File: config.mk
export PLATFORM = sky130hd
export DESIGN_NAME = fb_write_buffer
export DESIGN_NICKNAME = d
export VERILOG_FILES = /design/src/rtl/fb_pkg.sv /design/src/rtl/sync_fifo.sv /design/src/rtl/fb_write_buffer.sv
export SDC_FILE = /design/constraint.sdc
export NUM_CORES = 1
export LEC_CHECK = 0
export CORE_MARGIN = 4
export CORE_UTILIZATION = 64
export CTS_CLUSTER_DIAMETER = 40
export DETAILED_ROUTE_END_ITERATION = 12
export PLACE_DENSITY = 0.89
export SYNTH_ARGS = -nofsm -noshare
export SYNTH_HDL_FRONTEND = slang
export SYNTH_SLANG_ARGS = --single-unit
File: constraint.sdc
create_clock -name clk -period 9 [get_ports clk]
set_clock_uncertainty 0.05 [all_clocks]
set_input_delay 1.8 -clock clk [delete_from_list [all_inputs] [get_ports clk]]
set_output_delay 1.8 -clock clk [all_outputs]
set_load 0.05 [all_outputs]
File: src/rtl/fb_pkg.sv
// Shared framebuffer constants and types.
//   RESOLUTION_X / RESOLUTION_Y : framebuffer geometry in pixels
//   PALETTE_LENGTH              : palette entries, sets the pixel value width PW
//   FB_DEPTH                    : default write-buffer depth
//   fb_entry_t                  : one queued pixel write {linear address, value}
//   pixel_addr()                : (x,y) -> linear RAM address, row-major
package fb_pkg;

  localparam int RESOLUTION_X   = 400;
  localparam int RESOLUTION_Y   = 300;
  localparam int PALETTE_LENGTH = 256;
  localparam int FB_DEPTH       = 16;

  localparam int XW = $clog2(RESOLUTION_X);
  localparam int YW = $clog2(RESOLUTION_Y);
  localparam int PW = $clog2(PALETTE_LENGTH);
  localparam int AW = $clog2(RESOLUTION_X * RESOLUTION_Y);

  typedef struct packed {
    logic [AW-1:0] addr;
    logic [PW-1:0] value;
  } fb_entry_t;

  // The multiply is carried out at full address width so the largest
  // in-range coordinate pair cannot wrap.
  function automatic logic [AW-1:0] pixel_addr(input logic [XW-1:0] x,
                                               input logic [YW-1:0] y);
    return AW'(y) * AW'(RESOLUTION_X) + AW'(x);
  endfunction

endpackage

File: src/rtl/sync_fifo.sv
// Register-array synchronous FIFO.
//   clk, reset : clock, synchronous active-high reset (empties the FIFO)
//   push, din  : write request and data; ignored when full unless popping too
//   pop, dout  : read request; dout is the combinational head entry
//   level      : registered occupancy 0..DEPTH
//   full/empty : derived from wrap-bit pointers
module sync_fifo #(
  parameter int WIDTH = 8,
  parameter int DEPTH = 16
) (
  input  logic                   clk,
  input  logic                   reset,
  input  logic                   push,
  input  logic                   pop,
  input  logic [WIDTH-1:0]       din,
  output logic [WIDTH-1:0]       dout,
  output logic [$clog2(DEPTH):0] level,
  output logic                   full,
  output logic                   empty
);

  localparam int IW = $clog2(DEPTH);

  logic [WIDTH-1:0] mem [DEPTH];
  logic [IW:0]      wr_ptr;
  logic [IW:0]      rd_ptr;
  logic [IW:0]      level_q;
  logic             push_ok;
  logic             pop_ok;

  // Pointers carry one extra wrap bit: equal indices with differing wrap
  // bits means full, fully equal pointers means empty.
  assign full    = (wr_ptr[IW] != rd_ptr[IW]) && (wr_ptr[IW-1:0] == rd_ptr[IW-1:0]);
  assign empty   = (wr_ptr == rd_ptr);
  assign pop_ok  = pop && !empty;
  assign push_ok = push && (!full || pop_ok);
  assign dout    = mem[rd_ptr[IW-1:0]];
  assign level   = level_q;

  // Storage needs no reset; validity is tracked by the pointers alone.
  always_ff @(posedge clk) begin
    if (push_ok) mem[wr_ptr[IW-1:0]] <= din;
  end

  always_ff @(posedge clk) begin
    if (reset) begin
      wr_ptr  <= '0;
      rd_ptr  <= '0;
      level_q <= '0;
    end else begin
      if (push_ok) wr_ptr <= wr_ptr + (IW+1)'(1);
      if (pop_ok)  rd_ptr <= rd_ptr + (IW+1)'(1);
      case ({push_ok, pop_ok})
        2'b10:   level_q <= level_q + (IW+1)'(1);
        2'b01:   level_q <= level_q - (IW+1)'(1);
        default: level_q <= level_q;
      endcase
    end
  end

endmodule

File: src/rtl/fb_write_buffer.sv
// Framebuffer write buffer between the core pixel write port and a
// single-port framebuffer RAM. Pixel writes are queued and drained to RAM
// only in cycles where scanout is not reading; scanout always wins the port.
//   clk, reset        : clock, synchronous active-high reset
//   fb_wr_*           : core pixel write strobe, coordinates and palette index
//   scan_rd_en/addr   : scanout read request and linear address
//   scan_rd_data      : RAM read data passed straight through to scanout
//   ram_addr/wr_data/wr_en, ram_rd_data : single-port RAM interface
//   clear_status      : clears overflow, oob and drop_count
//   level             : queue occupancy
//   overflow, oob     : sticky full-drop and out-of-range flags
//   drop_count        : saturating count of writes dropped while full
module fb_write_buffer
  import fb_pkg::*;
#(
  parameter int DEPTH = FB_DEPTH
) (
  input  logic                   clk,
  input  logic                   reset,
  input  logic                   fb_wr_en,
  input  logic [XW-1:0]          fb_wr_pxl_x,
  input  logic [YW-1:0]          fb_wr_pxl_y,
  input  logic [PW-1:0]          fb_wr_pxl_value,
  input  logic                   scan_rd_en,
  input  logic [AW-1:0]          scan_rd_addr,
  output logic [PW-1:0]          scan_rd_data,
  output logic [AW-1:0]          ram_addr,
  output logic [PW-1:0]          ram_wr_data,
  output logic                   ram_wr_en,
  input  logic [PW-1:0]          ram_rd_data,
  input  logic                   clear_status,
  output logic [$clog2(DEPTH):0] level,
  output logic                   overflow,
  output logic                   oob,
  output logic [15:0]            drop_count
);

  fb_entry_t push_entry;
  fb_entry_t head;
  logic      in_range;
  logic      push_req;
  logic      push_ok;
  logic      pop;
  logic      drop;
  logic      oob_evt;
  logic      full;
  logic      empty;

  // One spare bit on the compare keeps the check correct even if a
  // resolution is ever an exact power of two.
  assign in_range = ({1'b0, fb_wr_pxl_x} < (XW+1)'(RESOLUTION_X)) &&
                    ({1'b0, fb_wr_pxl_y} < (YW+1)'(RESOLUTION_Y));

  assign oob_evt  = fb_wr_en && !in_range;
  assign push_req = fb_wr_en && in_range;
  assign pop      = !scan_rd_en && !empty && !reset;
  assign push_ok  = push_req && (!full || pop);
  assign drop     = push_req && !push_ok;

  assign push_entry.addr  = pixel_addr(fb_wr_pxl_x, fb_wr_pxl_y);
  assign push_entry.value = fb_wr_pxl_value;

  sync_fifo #(
    .WIDTH($bits(fb_entry_t)),
    .DEPTH(DEPTH)
  ) u_fifo (
    .clk   (clk),
    .reset (reset),
    .push  (push_ok),
    .pop   (pop),
    .din   (push_entry),
    .dout  (head),
    .level (level),
    .full  (full),
    .empty (empty)
  );

  // The RAM port belongs to scanout unless a queued write is draining.
  always_comb begin
    ram_wr_en   = 1'b0;
    ram_addr    = scan_rd_addr;
    ram_wr_data = '0;
    if (pop) begin
      ram_wr_en   = 1'b1;
      ram_addr    = head.addr;
      ram_wr_data = head.value;
    end
  end

  assign scan_rd_data = ram_rd_data;

  // A clear in the same cycle as a new event still records that event.
  always_ff @(posedge clk) begin
    if (reset) begin
      overflow   <= 1'b0;
      oob        <= 1'b0;
      drop_count <= '0;
    end else if (clear_status) begin
      overflow   <= drop;
      oob        <= oob_evt;
      drop_count <= drop ? 16'd1 : 16'd0;
    end else begin
      overflow <= overflow | drop;
      oob      <= oob | oob_evt;
      if (drop && drop_count != 16'hFFFF) drop_count <= drop_count + 16'd1;
    end
  end

endmodule
==> results of run 1 <==
where the power goes:
| group | internal [mW] | total, mW | switching [mW] |
|---|---|---|---|
| clock | 1.09 | 1.88 | 0.791 |
| sequential | 2.38 | 2.40 | 0.0248 |
| combinational | 0.205 | 0.556 | 0.351 |
worst max path at each step:
stage / start / slack [ns] / end / depth (start not counted)
after floorplan: fb_wr_pxl_x[5] / 3.04 / u_fifo.mem[15][0] / 4
after global placement: reset / 2.04 / ram_addr[4] / 6
after detailed placement: reset / 1.95 / ram_addr[5] / 6
after CTS: reset / 1.87 / ram_addr[5] / 6
after global routing: reset / 1.78 / ram_addr[5] / 6
final: reset / 1.89 / ram_addr[5] / 6
routing by layer:
metal,part of all wire (%),up-vias,GRT usage (%)
met5,0,-,0
met4,3.2,0,9.16
met3,7.9,96,5.00
met2,52,592,47.1
met1,37,5021,38.6
li1,-,4081,-
synth_stat cells (all sizes together), types with 17 or more instances:
cell and n:
ha 47, dfxtp 37, clkbuf 17, inv 29, mux2 17, xnor2 24, edfxtp 400, nand2 25
nor2 49, buf 31, xor2 18, a21oi 22, mux4 125
cell families after synthesis:
group | share of synthesized area [%]
xor gates and xnor gates | 2.01
AOI/OAI and AO/OA | 2.08
buffers and inverters | 1.86
adders and majority gates | 3.87
muxes | 16.5
and+or+nand+nor | 3.97
DFF | 69.7
worst reg2reg max path: stages (launching register included):
cell and delay (ns):
dfxtp_1 0.63, xor2_1 0.29, nor4_4 0.09, a211o_2 0.37, inv_1 0.54, buf_4 0.43
ha_1 0.38, ha_1 0.32, a21o_1 0.20, a21oi_1 0.18, xor2_1 0.09, or3_1 0.31
a21oi_1 0.15
metrics by stage:
step                      utilization, %  power (mW)  area [um^2]  worst slack [ns]
after floorplan                        -        2.81        18300              3.04
after global placement              70.6        2.96        19800              2.04
after detailed placement            70.6        2.99        19800              1.95
after CTS                           75.9        4.86        21300              1.87
after global routing                76.0        5.01        21300              1.78
final                               76.0        4.84        21300              1.89
state kept, by name, summed over array words and instances, names as in the netlist, named ones only:
signal and flops:
oob 1, u_fifo.wr_ptr 5, overflow 1, u_fifo.level 5, u_fifo.rd_ptr 5, u_fifo.mem 400
drop_count 16
final cells by class:
class	count	area [um^2]	share of cell area [%]
well taps	378	473	2.22
multi-input cells	440	5250	24.7
clock buffers	56	1210	5.69
repair buffers	123	1180	5.53
inverters	29	109	0.512
flip-flops and latches	437	12800	60.0
clock inverters	28	298	1.40
==> metrics, run 1 <==
CTS tree built; Worst Path Arrival between 5 and 6 ns; max cap viols 0; post-CTS setup buffer count 0; post-CTS sizing 0; Worst-Margin Slew ~1.3 ns; post-synthesis cell type count 55; worst endpoint required time between 7 and 8 ns; worst-skew pair later-pin latency around 0.56 ns; critical path class input pin to output port; post-DR vias/cell between 6 and 7; CP Capture Type output port; Slew headroom about a tenth; hold-fix buffers at CTS 0; Bufs on Longest Clock Path 3; Syn Inst Count roughly 950; Initial Utilization 65.3%; min Tclk post-route roughly 7 ns; antenna viol nets, final 0; worst hold path class flip-flop to flip-flop; Crit Path Max Fanout 23; dpl cells about 1400; power density cells around 230 nW/um^2; slowest CP cell clkdlybuf4s50_1; R2R Path End u_fifo.level[4]; crit path buf inv count 4; Ant. Diodes 0; Final nets 1186; Setup violations, final 0; Die W around 180 um; Starting DRT DRC Count roughly 1200; outcome finished clean; RSZ-0062 raised after global routing no; Synth Flop Type edfxtp_1; Fillers between 1000 and 1500; port bufs 96; Leakage roughly 7 nW; Worst Setup Start Kind input pin; remaining global-route overflow 0; Worst R2R Setup Slack slightly below 5 ns; Clk pin slew, worst setup/hold paths 0.06 ns; largest net degree at the start of global routing 57; vias in the first global route 10100; synth top area cells edfxtp_1 66%, mux4_2 15%, dfxtp_1 4.0%, ha_1 3.2%, xnor2_1 1.1%; 1st-pass router iterations 5; Layout area overhead 16.3%; Row Count between 60 and 70; hold path start u_fifo.level[4]; Peak Freq ~140 MHz; most numerous cell on the critical path clkdlybuf4s50_1; synthesized cell area 18300 um^2; Yosys top cell area share ~66%; post-synth top area cell edfxtp_1; post-synthesis register bit count ~440; Hold Vio Cnt, Final 0; Die ar. between 30000 and 40000 um^2; first-pass GRT wire length ~65 mm; cells along the critical path clkdlybuf4s50_1 > a211o_2 > inv_1 > buf_4 > mux2_2 > clkdlybuf4s50_1; initial antenna violation count 0; Core Area between 20000 and 30000 um^2; WL/cell approximately 29 um; chip height between 150 and 200 um; Global Route Usage Sum between 20% and 30%; DRC 0; Root Buffer clkbuf_16; worst reg2reg path depth 12; sequential cell area fraction in the yosys report between 60% and 70%; FFs w/ async S/R, synth 0%; Tcrit/Tclk final about four fifths; clock sinks approximately 440; Crit path max-delay family buffers and inverters; # IOs roughly 110; Slew Limit Fails 0; most frequent cells in the layout 400 x edfxtp_1, 125 x mux4_2, 96 x clkdlybuf4s50_1; post-route setup TNS 0 ns; Hold WS ~0.43 ns; most common cell after layout, fill and taps aside edfxtp_1; GPL Wtd Cong 0.794; H-tree depth 2; final wirelength 43.0 mm; Final Non-Filler Cells 1491; syn_area_per_cell 19.2 um^2; Final HPWL DP approximately 24 mm; CTS Buf Count 46; fraction of layout cells with a size suffix above 1 a little under a quarter; VDD IR max approximately 0.14 mV; Hold Path Depth 2; via count a little under 10000; EDFF count, synth 400; Syn. warnings 0; Slowest Stage Delay on Critical Path around 0.8 ns; Syn Nets between 1000 and 1500; Reg2Reg Launch Point u_fifo.wr_ptr[2]; worst hold endpoint u_fifo.level[4]
(Power assumes the default switching activity.)
==> inputs of run 2 (changes only) <==
--- a/config.mk
+++ b/config.mk
@@ -6,10 +6,10 @@
 export NUM_CORES = 1
 export LEC_CHECK = 0
 export CORE_MARGIN = 4
-export CORE_UTILIZATION = 64
+export CORE_UTILIZATION = 59
 export CTS_CLUSTER_DIAMETER = 40
 export DETAILED_ROUTE_END_ITERATION = 12
-export PLACE_DENSITY = 0.89
+export PLACE_DENSITY = 0.83
 export SYNTH_ARGS = -nofsm -noshare
 export SYNTH_HDL_FRONTEND = slang
 export SYNTH_SLANG_ARGS = --single-unit
==> constraint.sdc (replaced) <==
create_clock -name clk -period 6.7 [get_ports clk]
set_clock_uncertainty 0.05 [all_clocks]
set_input_delay 1.34 -clock clk [delete_from_list [all_inputs] [get_ports clk]]
set_output_delay 1.34 -clock clk [all_outputs]
set_load 0.05 [all_outputs]
==> run 2 against run 1 <==
Effect of this change:
- combinational power grew 33%
- utilization shrank 5.9 points
- non-clock buffer count shrank 10
==> metrics, run 2 (synthesis gave the netlist of run 1 again) <==
outcome finished clean; DRC 0 (unchanged); Crit Path Max Fanout 23 (unchanged); WL/cell 27.1 um (-6.2%); CP Capture Type output port; antenna viol nets, final 0 (unchanged); Layout area overhead 17.2%; Root Buffer clkbuf_16; remaining global-route overflow 0 (unchanged); 1st-pass router iterations 5 (unchanged); max cap viols 0 (unchanged); Worst Setup Start Kind input pin; vias in the first global route 10200 (+1.0%); Ant. Diodes 0 (unchanged); worst-skew pair later-pin latency 0.55 ns (about the same); initial antenna violation count 0 (unchanged); CTS tree built; VDD IR max 0.168 mV (+22%); Die W 184 um (+4.0%); Worst Path Arrival 4.15 ns (-1.11 ns); post-CTS setup buffer count 0 (unchanged); most frequent cells in the layout 400 x edfxtp_1, 125 x mux4_2, 96 x clkdlybuf4s50_1; CTS Buf Count 49 (+6.5%); clock sinks 437 (unchanged); Global Route Usage Sum 24.7% (-3.5 points); worst endpoint required time 5.31 ns (-1.84 ns); Reg2Reg Launch Point u_fifo.wr_ptr[3]; Leakage 6.95 nW (+0.24%); min Tclk post-route approximately 5.5 ns; H-tree depth 2 (unchanged); largest net degree at the start of global routing 55 (-3.5%); fraction of layout cells with a size suffix above 1 23.2% (-0.59 points); Fillers 1822 (+22%); max FFs per register 400 (unchanged); critical path class input pin to output port; port bufs 96 (unchanged); Core Area 30600 um^2 (+9.2%); Bufs on Longest Clock Path 3 (unchanged); Final nets 1179 (-0.59%); Initial Utilization 59.8% (-5.5 points); first-pass GRT wire length 62.2 mm (-3.7%); Slew Limit Fails 0 (unchanged); Row Count 64 (+4.9%); Worst-Margin Slew 1.27 ns (-0.0684 ns); Die ar. 33900 um^2 (+8.1%); GPL Wtd Cong 0.806 (+1.5%); RSZ-0062 raised after global routing no; Peak Freq roughly 180 MHz; Hold Vio Cnt, Final 0 (unchanged); via count 9508 (-2.9%); post-CTS sizing 0 (unchanged); chip height 184 um (+4.0%); hold-fix buffers at CTS 0 (unchanged); final wirelength 40.7 mm (-5.4%); hold path start u_fifo.level[4]; worst setup path start reset; Tcrit/Tclk final between 80 and 90%; Setup violations, final 0 (unchanged); most common cell after layout, fill and taps aside edfxtp_1; post-route setup TNS 0 ns (unchanged); Final HPWL DP 21.6 mm (-8.8%); worst hold path class flip-flop to flip-flop; power density cells 312 nW/um^2 (+37%); Hold WS 0.448 ns (+0.0138 ns); Clk pin slew, worst setup/hold paths 0.06 ns (about the same); Starting DRT DRC Count 1136 (-7.6%); # IOs 113 (unchanged); post-DR vias/cell 6.33 (-3.7%); Slew headroom 15.0% (+4.6 points)
[run 2: through the flow]
stage                     utilization [%]  cells  instance area [um^2]  worst slack (ns)  power [mW]
after detailed placement             64.7   1415                 19800              1.02        4.01
after global routing                 70.1   1503                 21400              1.07        6.93
after CTS                            70.1   1503                 21400              1.14        6.72
after floorplan                         -    954                 18300              1.20        3.78
final                                70.1   1503                 21400              1.16        6.69
after global placement               64.7   1415                 19800              1.20        3.98
[run 2: worst max-delay path, cell delays in order]
cell,delay (ns)
clkdlybuf4s50_1,0.39
buf_4,0.21
a211o_2,0.37
inv_1,0.50
buf_12,0.27
mux2_2,0.35
clkdlybuf4s50_1,0.70
[run 2: cell type report]
cell class              instances  area [um^2]  area share (%)
well taps                     396          495            2.31
flip-flops and latches        437        12800            59.5
multi-input cells             440         5300            24.7
clock inverters                27          330            1.54
repair buffers                113         1130            5.25
clock buffers                  61         1310            6.13
inverters                      29          109           0.508
[run 2: path summary, 6_finish.rpt]
kind	to	slack, ns	depth (start not counted)
worst max register to register	u_fifo.level[4]	2.91	12
worst max-delay path	ram_addr[0]	1.16	7
worst min-delay path	u_fifo.level[4]	0.45	2
worst min register to register	u_fifo.level[4]	0.45	2
[run 2: routing by layer]
layer	wire length [um]	share of wire (%)	GRT usage [%]
met2	21100	52	42.2
met5	0	0	0
met1	15800	39	33.9
met4	946	2.3	6.86
met3	2840	7.0	3.78
[run 2: report_power, final]
part           leakage (nW)  internal [mW]  total [mW]  switching (mW)
registers              3.90           3.20        3.23          0.0315
logic                  2.24          0.278       0.742           0.464
clock network         0.801           1.64        2.72            1.08
==> inputs of run 3 (changes only) <==
==> constraint.sdc (replaced) <==
create_clock -name clk -period 5.7 [get_ports clk]
set_clock_uncertainty 0.05 [all_clocks]
set_input_delay 1.14 -clock clk [delete_from_list [all_inputs] [get_ports clk]]
set_output_delay 1.14 -clock clk [all_outputs]
set_load 0.05 [all_outputs]
==> run 3 against run 2 <==
Effect of this change:
- flip-flop and latch count unchanged
- sequential power up 17%
- register-to-register slack got worse by 0.69 ns
- via count increased by 1.8%
- hold slack lost 0.0067 ns
- clock power rose by 13%
- highest routed layer unchanged
==> metrics, run 3 (synthesis gave the netlist of run 1 again) <==
Switching Share 23.6% (about the same); worst endpoint required time 5.81 ns (+0.50 ns); Hold Vio Cnt, Final 0 (unchanged); remaining global-route overflow 0 (unchanged); worst slack at placement 0.193 ns (-0.827 ns); max cap viols 0 (unchanged); Final HPWL DP 22.4 mm (+3.8%); min Tclk post-route ~5.2 ns; P_sw 1.83 mW (+17%); Worst Path Arrival 5.27 ns (+1.12 ns); design area 21700 um^2 (+1.4%); worst setup path start fb_wr_pxl_y[4]; Ant. Diodes 0 (unchanged); DRC 0 (unchanged); fraction of layout cells with a size suffix above 1 26.1% (+2.9 points); final wirelength 42.1 mm (+3.5%); Layout area overhead 18.8%; Row Count 64 (unchanged); CTS tree built; Starting DRT DRC Count 996 (-12%); 1st-pass router iterations 5 (unchanged); Placed Area 20200 um^2 (+1.9%); Reg power frac 48.6% (+0.3 points); worst-skew pair later-pin latency 0.54 ns (about the same); Global Route Usage Sum 25.5% (+0.73 points); post-route setup TNS 0 ns (unchanged); global route hottest layer met2; Slew Limit Fails 0 (unchanged); outcome finished clean; Clk network pwr share 39.3% (-1.3 points); Die W 184 um (unchanged); Tcrit/Tclk final between 90% and 100%; WL/cell 27.8 um (+2.8%); Root Buffer clkbuf_16; VDD IR max 0.206 mV (+23%); largest net degree at the start of global routing 54 (-1.8%); most frequent cells in the layout 400 x edfxtp_1, 125 x mux4_2, 71 x clkdlybuf4s50_1; port bufs 96 (unchanged); Overall Power 7.79 mW (+16%); Bufs on Longest Clock Path 3 (unchanged); post-CTS setup buffer count 0 (unchanged); Crit Path Max Fanout 16 (-30%); # IOs 113 (unchanged); P_int 5.96 mW (+16%); H-tree depth 2 (unchanged); Leakage 7.12 nW (+2.5%); worst hold path class flip-flop to flip-flop; Reg2Reg Launch Point u_fifo.wr_ptr[2]; Worst-Margin Slew 1.31 ns (+0.0398 ns); most common cell after layout, fill and taps aside edfxtp_1; critical path class input pin to flip-flop; Final nets 1192 (+1.1%); CP Capture Type flip-flop; via count 9683 (+1.8%); Peak Freq slightly below 200 MHz; antenna viol nets, final 0 (unchanged); first-pass GRT wire length 63.6 mm (+2.2%); met2 Use GR 43.3% (+1.1 points); Worst Setup Start Kind input pin; Setup violations, final 0 (unchanged); Fillers 1776 (-2.5%); GRT met1 Usage 34.3% (+0.42 points); GPL Wtd Cong 0.807 (+0.12%); Final WS setup 0.534 ns (-0.624 ns); clock sinks 437 (unchanged); power density cells 358 nW/um^2 (+15%); Initial Utilization 59.8% (unchanged); hold-fix buffers at CTS 0 (unchanged); met3 Usage GRT 4.43% (+0.65 points); Combinational Power Share 12.1% (+1.0 points); max FFs per register 400 (unchanged); Core Area 30600 um^2 (unchanged); vias in the first global route 10200 (-0.32%); RSZ-0062 raised after global routing no; post-CTS sizing 0 (unchanged); CTS Buf Count 48 (-2.0%); Die ar. 33900 um^2 (unchanged); Slew headroom 12.3% (-2.7 points); hold path start u_fifo.level[4]; Clk pin slew, worst setup/hold paths 0.06 ns (about the same); chip height 184 um (unchanged); post-DR vias/cell 6.40 (+1.2%); initial antenna violation count 1 (+1)
-- run 3: layout make-up --
cell class,instances,area [um^2],share of cell area [%]
Clock buffer,57,1270,5.83
Tap cell,396,495,2.28
Sequential cell,437,12800,58.7
Clock inverter,27,307,1.41
Timing Repair Buffer,127,1490,6.87
Inverter,29,109,0.501
Multi-Input combinational cell,440,5300,24.4
-- run 3: power groups by stage --
stage | registers [mW] | logic (mW) | clock network [mW]
floorplan | 3.84 | 0.594 | 0
finish | 3.78 | 0.943 | 3.07
global placement | 3.84 | 0.889 | 0
global route | 3.79 | 1.02 | 3.27
CTS | 3.78 | 0.944 | 3.10
detailed placement | 3.85 | 0.932 | 0
-- run 3: worst paths after layout --
kind	endpoint	slack, ns	cells past startpoint
setup / recovery	u_fifo.mem[6][24]	0.53	15
hold / removal	u_fifo.level[4]	0.44	2
setup reg to reg	u_fifo.level[4]	2.22	12
hold reg to reg	u_fifo.level[4]	0.44	2
-- run 3: critical path, cell delays in order --
cell             delay, ns
clkdlybuf4s50_1       0.56
inv_1                 0.07
ha_1                  0.27
inv_1                 0.04
ha_1                  0.27
inv_1                 0.05
fa_1                  0.49
inv_1                 0.04
ha_1                  0.23
or4_1                 0.48
a21o_1                0.17
o211ai_1              0.10
xor2_1                0.26
nor4b_1               0.11
xnor2_1               0.99
-- run 3: per-layer routing --
layer  part of all wire [%]  up-vias
met5                      0        -
met4                    2.9        0
met3                    7.5       97
met2                     52      498
met1                     38     4995
li1                       -     4093
-- run 3: per-stage QoR --
| stage | util [%] | cells | hold WS [ns] |
|---|---|---|---|
| floorplan | - | 954 | 0.449 |
| global placement | 65.9 | 1429 | 0.419 |
| detailed placement | 65.9 | 1429 | 0.434 |
| CTS | 71.1 | 1513 | 0.443 |
| global route | 71.1 | 1513 | 0.488 |
| finish | 71.1 | 1513 | 0.442 |
